$ cat config.mk
export PLATFORM = sky130hd
export DESIGN_NAME = render_fb_writer
export DESIGN_NICKNAME = d
export VERILOG_FILES = /design/src/rtl/render_pkg.sv /design/src/rtl/fb_wr_fifo.sv /design/src/rtl/render_fb_writer.sv
export SDC_FILE = /design/constraint.sdc
export NUM_CORES = 1
export LEC_CHECK = 0
export BUFFER_PORTS_ARGS = -buffer_cell sky130_fd_sc_hd__buf_2
export CAP_MARGIN = 10
export CORE_UTILIZATION = 30
export DETAILED_ROUTE_END_ITERATION = 10
export PLACE_DENSITY_LB_ADDON = 0.08
export SYNTH_ARGS = -nofsm -noshare
export SYNTH_HDL_FRONTEND = slang
export SYNTH_SLANG_ARGS = --single-unit
$ cat constraint.sdc
create_clock -name clk -period 3.7 [get_ports clk]
set_input_delay 0.185 -clock clk [delete_from_list [all_inputs] [get_ports clk]]
set_output_delay 0.185 -clock clk [all_outputs]
set_load 0.005 [all_outputs]
$ cat src/rtl/render_pkg.sv
// Framebuffer geometry and pixel-to-word address helpers shared by the renderers,
// the framebuffer writer and the display scan-out.
package render_pkg;

   localparam int CORDW     = 16;
   localparam int CIDXW     = 4;
   localparam int WORDW     = 16;
   localparam int PPW       = WORDW / CIDXW;
   localparam int LANEW     = $clog2(PPW);
   localparam int FB_WIDTH  = 320;
   localparam int FB_HEIGHT = 180;
   localparam int ADDRW     = 14;
   localparam int PIXW      = $clog2(FB_WIDTH * FB_HEIGHT);

   localparam logic signed [CORDW-1:0] X_LIM = CORDW'(FB_WIDTH);
   localparam logic signed [CORDW-1:0] Y_LIM = CORDW'(FB_HEIGHT);

   typedef struct packed {
      logic [ADDRW-1:0] addr;
      logic [WORDW-1:0] data;
      logic [PPW-1:0]   be;
   } fb_word_t;

   // Sign bits reject negative coordinates; the upper bounds are signed compares.
   function automatic logic in_frame(input logic signed [CORDW-1:0] px,
                                     input logic signed [CORDW-1:0] py);
      return !px[CORDW-1] && !py[CORDW-1] && (px < X_LIM) && (py < Y_LIM);
   endfunction

   // Linear pixel index; only meaningful for coordinates inside the frame.
   function automatic logic [PIXW-1:0] pix_index(input logic signed [CORDW-1:0] px,
                                                 input logic signed [CORDW-1:0] py);
      logic [PIXW-1:0] ux;
      logic [PIXW-1:0] uy;
      ux = PIXW'(px);
      uy = PIXW'(py);
      return uy * PIXW'(FB_WIDTH) + ux;
   endfunction

   function automatic logic [ADDRW-1:0] word_addr(input logic [PIXW-1:0] pix);
      return ADDRW'(pix >> LANEW);
   endfunction

   function automatic logic [LANEW-1:0] pix_lane(input logic [PIXW-1:0] pix);
      return pix[LANEW-1:0];
   endfunction

endpackage

$ cat src/rtl/fb_wr_fifo.sv
// Two-entry synchronous FIFO with occupancy count; the head is shown on dout
// and reads as zero while empty.
module fb_wr_fifo #(
   parameter int W = 8
) (
   input  logic         clk,
   input  logic         rst,
   input  logic         push,
   input  logic [W-1:0] din,
   input  logic         pop,
   output logic [W-1:0] dout,
   output logic [1:0]   count
);

   logic [W-1:0] mem [2];
   logic         wr_ptr_reg;
   logic         rd_ptr_reg;
   logic [1:0]   count_reg;
   logic         do_push;
   logic         do_pop;

   assign do_pop  = pop && (count_reg != 2'd0);
   // A full FIFO can still take a push when the head leaves in the same cycle.
   assign do_push = push && ((count_reg != 2'd2) || do_pop);

   always_ff @(posedge clk or posedge rst) begin
      if (rst) begin
         wr_ptr_reg <= 1'b0;
         rd_ptr_reg <= 1'b0;
         count_reg  <= 2'd0;
      end else begin
         if (do_push) wr_ptr_reg <= ~wr_ptr_reg;
         if (do_pop)  rd_ptr_reg <= ~rd_ptr_reg;
         case ({do_push, do_pop})
            2'b10:   count_reg <= count_reg + 2'd1;
            2'b01:   count_reg <= count_reg - 2'd1;
            default: count_reg <= count_reg;
         endcase
      end
   end

   always_ff @(posedge clk) begin
      if (do_push) mem[wr_ptr_reg] <= din;
   end

   assign dout  = (count_reg != 2'd0) ? mem[rd_ptr_reg] : '0;
   assign count = count_reg;

endmodule

$ cat src/rtl/render_fb_writer.sv
// Packs the renderer pixel stream into nibble-enabled framebuffer word writes
// and reports end of frame once every pixel has left the write port.
module render_fb_writer
   import render_pkg::*;
(
   input  logic                    clk,
   input  logic                    rst,
   input  logic signed [CORDW-1:0] x,
   input  logic signed [CORDW-1:0] y,
   input  logic [CIDXW-1:0]        cidx,
   input  logic                    drawing,
   output logic                    oe,
   output logic                    wr_valid,
   input  logic                    wr_ready,
   output logic [ADDRW-1:0]        wr_addr,
   output logic [WORDW-1:0]        wr_data,
   output logic [PPW-1:0]          wr_be,
   output logic                    frame_done
);

   logic [ADDRW-1:0] hold_addr_reg, hold_addr_next;
   logic [WORDW-1:0] hold_data_reg, hold_data_next;
   logic [PPW-1:0]   hold_mask_reg, hold_mask_next;
   logic             drawing_d_reg;
   logic             frame_pend_reg;
   logic             frame_done_reg;

   logic             in_range;
   logic [PIXW-1:0]  pix;
   logic [ADDRW-1:0] waddr;
   logic [LANEW-1:0] lane;
   logic             accept;
   logic             switch_word;
   logic             flush;
   logic             drained;
   logic             draw_fall;
   logic [WORDW-1:0] base_data;
   logic [WORDW-1:0] merged_data;
   logic [PPW-1:0]   base_mask;
   logic [PPW-1:0]   merged_mask;
   logic             push;
   fb_word_t         push_word;
   fb_word_t         head_word;
   logic [1:0]       fifo_count;

   assign in_range = in_frame(x, y);
   assign pix      = pix_index(x, y);
   assign waddr    = word_addr(pix);
   assign lane     = pix_lane(pix);

   assign oe     = !rst && (fifo_count != 2'd2);
   // Out-of-frame pixels are still consumed but never touch the packer.
   assign accept = drawing && oe && in_range;

   assign switch_word = (hold_mask_reg != '0) && (waddr != hold_addr_reg);
   assign base_data   = switch_word ? '0 : hold_data_reg;
   assign base_mask   = switch_word ? '0 : hold_mask_reg;
   assign merged_mask = base_mask | (PPW'(1) << lane);

   generate
      for (genvar gi = 0; gi < PPW; gi++) begin : g_lane
         assign merged_data[gi*CIDXW +: CIDXW] =
            (lane == LANEW'(gi)) ? cidx : base_data[gi*CIDXW +: CIDXW];
      end
   endgenerate

   assign flush = !drawing && (hold_mask_reg != '0) && (fifo_count != 2'd2);

   // Unused lanes of the held word are kept at zero so partial words leave clean.
   always_comb begin
      hold_addr_next = hold_addr_reg;
      hold_data_next = hold_data_reg;
      hold_mask_next = hold_mask_reg;
      push           = 1'b0;
      push_word      = '{addr: hold_addr_reg, data: hold_data_reg, be: hold_mask_reg};
      if (accept) begin
         hold_addr_next = waddr;
         hold_data_next = merged_data;
         hold_mask_next = merged_mask;
         if (switch_word) begin
            push = 1'b1;
         end else if (&merged_mask) begin
            push           = 1'b1;
            push_word      = '{addr: waddr, data: merged_data, be: merged_mask};
            hold_data_next = '0;
            hold_mask_next = '0;
         end
      end else if (flush) begin
         push           = 1'b1;
         hold_data_next = '0;
         hold_mask_next = '0;
      end
   end

   assign draw_fall = drawing_d_reg && !drawing;
   assign drained   = frame_pend_reg && (hold_mask_reg == '0) && (fifo_count == 2'd0);

   always_ff @(posedge clk or posedge rst) begin
      if (rst) begin
         hold_addr_reg  <= '0;
         hold_data_reg  <= '0;
         hold_mask_reg  <= '0;
         drawing_d_reg  <= 1'b0;
         frame_pend_reg <= 1'b0;
         frame_done_reg <= 1'b0;
      end else begin
         hold_addr_reg  <= hold_addr_next;
         hold_data_reg  <= hold_data_next;
         hold_mask_reg  <= hold_mask_next;
         drawing_d_reg  <= drawing;
         frame_done_reg <= drained;
         // A frame ending in the very cycle the previous one retires stays pending.
         if (drained)
            frame_pend_reg <= draw_fall;
         else if (draw_fall)
            frame_pend_reg <= 1'b1;
      end
   end

   fb_wr_fifo #(
      .W($bits(fb_word_t))
   ) u_fifo (
      .clk   (clk),
      .rst   (rst),
      .push  (push),
      .din   (push_word),
      .pop   (wr_valid && wr_ready),
      .dout  (head_word),
      .count (fifo_count)
   );

   assign wr_valid   = (fifo_count != 2'd0);
   assign wr_addr    = head_word.addr;
   assign wr_data    = head_word.data;
   assign wr_be      = head_word.be;
   assign frame_done = frame_done_reg;

endmodule

# Word-level counts from Yosys, hierarchy flattened
# Memory sizes are Yosys's and may differ from the RTL's.
# Index checks and enable logic that the tools add are counted.
[classes] n_addsub=3 multipliers=1 n_lt_le_gt_ge=2 n_eq_ne=7 shift=1 n_mux=27 n_bitwise=3 reduce_logical=29
[ops] cell="34-bit 2-to-1 mux" n=4
[ops] cell="16-bit 2-to-1 mux" n=5
[ops] cell="4-bit 2-to-1 mux" n=9
[ops] cell="16-bit adder" n=1
[ops] cell="16-bit by 10-bit < comparator with 1-bit output, second input constant" n=1
[ops] cell="16-bit by 9-bit < comparator with 1-bit output, second input constant" n=1
[ops] cell="16-bit by 3-bit multiplier with 10-bit output, second input constant" n=1
[ops] cell="1-bit logical AND" n=15
[ops] cell="14-bit inequality test" n=1
[ops] cell="1-bit 2-to-1 mux" n=8
[ops] cell="2-bit nonzero test" n=4
[ops] cell="2-bit equality test, second input constant" n=3
[ops] cell="2-bit by 1-bit equality test with 1-bit output, second input constant" n=2
[ops] cell="1-bit logical NOT" n=4
[ops] cell="2-bit logical NOT" n=2
[ops] cell="4-bit logical NOT" n=1
[ops] cell="4-bit OR" n=1
[ops] cell="2-bit one-hot mux with 2 select lines" n=1
[ops] cell="4-bit AND reduction" n=1
[ops] cell="4-bit nonzero test" n=1
[ops] cell="1-bit by 2-bit << shifter with 4-bit output, first input constant" n=1
[ops] cell="2-bit by 1-bit adder with 2-bit output, second input constant" n=1
[ops] cell="2-bit inequality test, second input constant" n=1
[ops] cell="1-bit inverter" n=2
[ops] cell="other kinds (2)" n=2
[totals] regBits=41 ramBits=68 in_bits=40 output_inout_bits=37 wordCells=83 n_memories=1
[mem_list] name="u_fifo.mem" depth=2 word_bits=34 rd=1 rd_ports_with_merged_regs=0 wr=1 line="fb_wr_fifo.sv:15" source="logic [W-1:0] mem [2];"

# Longest topological paths before layout
[logic_depth] word_depth=13 depth_mapped=19 mapped_depth_nobuf=19

# Hierarchy
# A second synthesis with hierarchy kept.
[unflattened] cells_unflattened=502 hier_area_um2=5845.6
[modules_own_cells] mod="render_fb_writer" n_inst=1 cells_per_inst=335 area_each_um2=3075.4 seq_area_each_um2=925.9
[modules_own_cells] mod="fb_wr_fifo" n_inst=1 cells_per_inst=167 area_each_um2=2770.2 seq_area_each_um2=2142.1

# Least setup slack after synthesis
# OpenSTA, ideal clock, no wires.
[synth_timing] path_type="in2reg" startpoint="in y[1]" endpoint="mem u_fifo.mem[1][0] (netlist name), enable pin" setup_ns=0.429 arrival_ns=4.635 required_ns=3.271 slack_ns=-1.365 cell_stages=14 path_buffers=0 path_cell_list="ha_1 -> ha_1 -> inv_1 -> fa_1 -> inv_1 -> ha_1 -> a21oi_1 -> o21ai_2 -> a41o_1 -> a21o_2 -> xnor3_2 -> a31oi_1 -> o21ai_2 -> nor2b_1"
[synth_between] elab_chain_cells=13 word_cells_on_any_way=16 cone_classes="add/sub: 1; mul: 1; order compare: 1; eq/ne: 1; mux: 6; bitwise: 1; reduce/logical: 5"
[synth_rtl] element="start, declared" line="render_fb_writer.sv:9" source="input logic signed [CORDW-1:0] y,"
[synth_rtl] element="16-bit by 3-bit multiplier with 10-bit output" line="render_pkg.sv:37" source="return uy * PIXW'(FB_WIDTH) + ux;"
[synth_rtl] element="16-bit adder" line="render_pkg.sv:37"
[synth_rtl] element="14-bit inequality test" line="render_fb_writer.sv:55" source="assign switch_word = (hold_mask_reg != '0) && (waddr != hold_addr_reg);"
[synth_rtl] element="1-bit logical AND" line="render_fb_writer.sv:55"
[synth_rtl] element="4-bit 2-to-1 mux" line="render_fb_writer.sv:57" source="assign base_mask = switch_word ? '0 : hold_mask_reg;"
[synth_rtl] element="4-bit OR" line="render_fb_writer.sv:58" source="assign merged_mask = base_mask | (PPW'(1) << lane);"
[synth_rtl] element="4-bit AND reduction" line="render_fb_writer.sv:82" source="end else if (&merged_mask) begin"
[synth_rtl] element="1-bit 2-to-1 mux" line="render_fb_writer.sv:82"
[synth_rtl] element="1-bit 2-to-1 mux" line="render_fb_writer.sv:80" source="if (switch_word) begin"
[synth_rtl] element="1-bit 2-to-1 mux *" line="render_fb_writer.sv:76" source="if (accept) begin"
[synth_rtl] element="1-bit logical AND *" line="fb_wr_fifo.sv:24" source="assign do_push = push && ((count_reg != 2'd2) || do_pop);"
[synth_rtl] element="1-bit 2-to-1 mux *" line="fb_wr_fifo.sv:43" source="if (do_push) mem[wr_ptr_reg] <= din;"
[synth_rtl] element="1-bit 2-to-1 mux (implied by the code) *" line="fb_wr_fifo.sv:43"
[synth_rtl] element="end, declared" line="fb_wr_fifo.sv:15"
# Every way passes the cells marked *; elsewhere a longest branch is shown, timed or not.

==> impl_metrics.toml <==
[status]
status = "complete, but fails checks"
violations = "hold timing"

[finish]
nets = 621
largest_reg_flops = 68
fill_cells = 1842
multi_input_area_um2 = 2510
drive_gt1_share_pct = 30.5
post-route-util_pct = 37.4
register_area_um2 = 3070
area_delta_synth_final_pct = 20.4
diodes = 0

[timing]
finClkSkew_ns = 0.00845
setup_tns_ns = 0
slew_headroom_pct = 23.6
setup_viol = 0
worstMarginPinSlew_ns = 1.15
hold_viol = 19
fmax_ghz = 0.289
maxSlewViolCount = 0
timing.final.crit_share_pct = 93.7
final.min_clock_period_ns = 3.47
setup_ws_ns = 0.235
rsz0062_at_grt = "no"
holdWs_ns = -0.0241

[power]
power_per_cell_area_nw_per_um2 = 432
p_leak_nw = 2.93
ir_worst_vdd_v = 0.000213

[detailed_routing]
vias_per_cell = 4.72
routedLengthMet1_um = 6490
top_layer_used = "met4"
ant_nets = 0
routedWlPerCell_um = 16.6
drt_iter0_markers = 170
drt-total-wl_um = 13100
met2_length_um = 5920
met3WireLength_um = 539
vias = 3727
drtPass1Iterations = 5
drc = 0

[cts]
cts_tree = "built"
cts_made_buffers = 9
cts_setup_buffers = 0
cts_sinks = 109
clkSlewWorstSetupHoldPaths_ns = 0.07
cts_buffer_depth = 2
htreeDepth = 3
root_buffer = "clkbuf_16"
clk-insertion-delay-late_ns = 0.35
cts-hold-fix-buffers = 0
ctsResizeCount = 0

[synthesis]
synth_fp_nets = 534
syn-cell-area_um2 = 5660
async_flop_share_pct = 37.6
synthFlopType = "edfxtp_1"
netlist-cell-type-count = 56
ys_ff_latch = 109
ys_seq_area_share_pct = 54.2
synth_edf_count = 68
yosysWarnings = 0
syn_area_per_cell_um2 = 12.1
syn_inst = 469

[grt]
grt_pass1_wl_um = 21100
grt_pass1_vias = 3768
grt_max_degree = 42
grt.total_usage_pct = 14.2
antenna_found_initial = 1
globalRouteOverflowTotal = 0

[place]
dp_slack_ns = -0.154
gp_congestion = 0.807
dp_hpwl_um = 9480
io_buffers = 76

[floorplan]
dieArea_um2 = 19400
die_w_um = 139
ios = 77
die_h_um = 139
num_rows = 49
core_um2 = 18200
initial_core_util_pct = 31.1

[setup_path]
cp-end-kind = "register"
cp_max_fo = 6
cp_data_required_time_ns = 3.79
critPathKind = "input port to register"
critPathLaunchType = "input port"
rrSetupSlack_ns = 0.98
cp.arrival_ns = 3.56

[flow_run]
max_cap_viol_count = 0

[hold_path]
hold_path.class = "input port to async pin"
[worst paths after layout]
| kind | from | to | cells past startpoint |
|---|---|---|---|
| setup / recovery | y[3] | u_fifo.mem[1][16]$_DFFE_PP_ | 17 |
| hold / removal | rst | u_fifo.rd_ptr_reg$_DFFE_PP0P_ | 3 |
| setup reg to reg | hold_addr_reg[5]$_DFFE_PP0P_ | u_fifo.mem[1][16]$_DFFE_PP_ | 8 |
| hold reg to reg | hold_addr_reg[8]$_DFFE_PP0P_ | u_fifo.mem[1][28]$_DFFE_PP_ | 0 |
| max in group asynchronous | rst | hold_addr_reg[8]$_DFFE_PP0P_ | 3 |
| min in group clk | drawing | drawing_d_reg$_DFF_PP0_ | 1 |
[metrics by stage]
| step | total power, W | instance area [um^2] | std cells |
|---|---|---|---|
| global route | 0.00310 | 6810 | 790 |
| floorplan | 0.00185 | 5740 | 469 |
| CTS | 0.00300 | 6810 | 789 |
| global placement | 0.00208 | 6530 | 773 |
| finish | 0.00294 | 6810 | 790 |
| detailed placement | 0.00208 | 6530 | 773 |
[Yosys cell counts, types with 4 or more instances]
library cell	count	area share, %
nand2_1	35	2.3
o21a_1	4	0.53
a21oi_1	6	0.53
mux2i_1	35	6.2
dfrtp_1	41	18
or2_2	4	0.44
nand3_1	19	1.7
nor4_1	6	0.66
o21ai_0	10	0.88
edfxtp_1	68	36
xnor2_1	20	3.1
ha_1	23	5.1
o2bb2ai_1	4	0.62
inv_1	13	0.86
nor3_1	4	0.35
xor2_1	11	1.7
clkbuf_1	27	1.8
o22ai_1	15	1.7
nor2_1	49	3.3
nor2_4	4	0.80
mux2_2	16	3.2
[report_power, final]
group | internal [W] | switching [W] | total, W | leakage, nW
sequential | 0.00130 | 0.0000992 | 0.00140 | 1.36
combinational | 0.000336 | 0.000300 | 0.000636 | 1.44
clock | 0.000476 | 0.000435 | 0.000911 | 0.128
total | 0.00211 | 0.000835 | 0.00294 | 2.93
[metal layers]
metal	track usage, %	up-vias
met4	3.86	0
met1	20.1	1780
met2	21.9	72
met5	0	-
met3	3.23	10
li1	-	1865
[area by class of cell]
cell class	count	area share, %
Sequential cell	109	45.0
Multi-Input combinational cell	318	36.8
Timing Repair Buffer	105	9.14
Tap cell	229	4.20
Clock buffer	11	3.56
Inverter	13	0.716
Clock inverter	5	0.533
[kinds of logic (layout without fill, tap and decap cells)]
family	after synthesis	in the layout	synth area share, %
AO/OA/AOI/OAI	64	64	8.32
AND/OR/NAND/NOR	142	142	12.7
multiplexers	52	52	9.64
adder cells (fa/ha/maj)	25	25	5.79
buffers and inverters	42	134	2.94
flip-flops	109	109	54.2
XOR/XNOR	35	35	6.41
[worst max-delay path: stages]
cell	delay, ns
buf_2	0.13
ha_4	0.27
ha_4	0.12
inv_2	0.03
fa_2	0.36
nor2b_1	0.14
o31a_1	0.17
a21oi_1	0.05
ha_1	0.37
a21oi_1	0.15
nand2_1	0.06
a41o_1	0.21
a21o_2	0.21
xnor3_2	0.30
nand3b_4	0.19
nor2_4	0.19
mux2_2	0.40
[cells in the final DEF (no fill, tap or decap), drive strengths merged, types with 15 or more instances in the layout]
cell | Yosys | final
buf | 1 | 105
edfxtp | 68 | 68
nor2 | 53 | 53
dfrtp | 41 | 41
nand2 | 36 | 36
mux2i | 35 | 35
ha | 23 | 23
xnor2 | 20 | 20
nand3 | 19 | 19
mux2 | 17 | 17
o22ai | 15 | 15
Note: power is estimated with default switching activity, not from simulation.
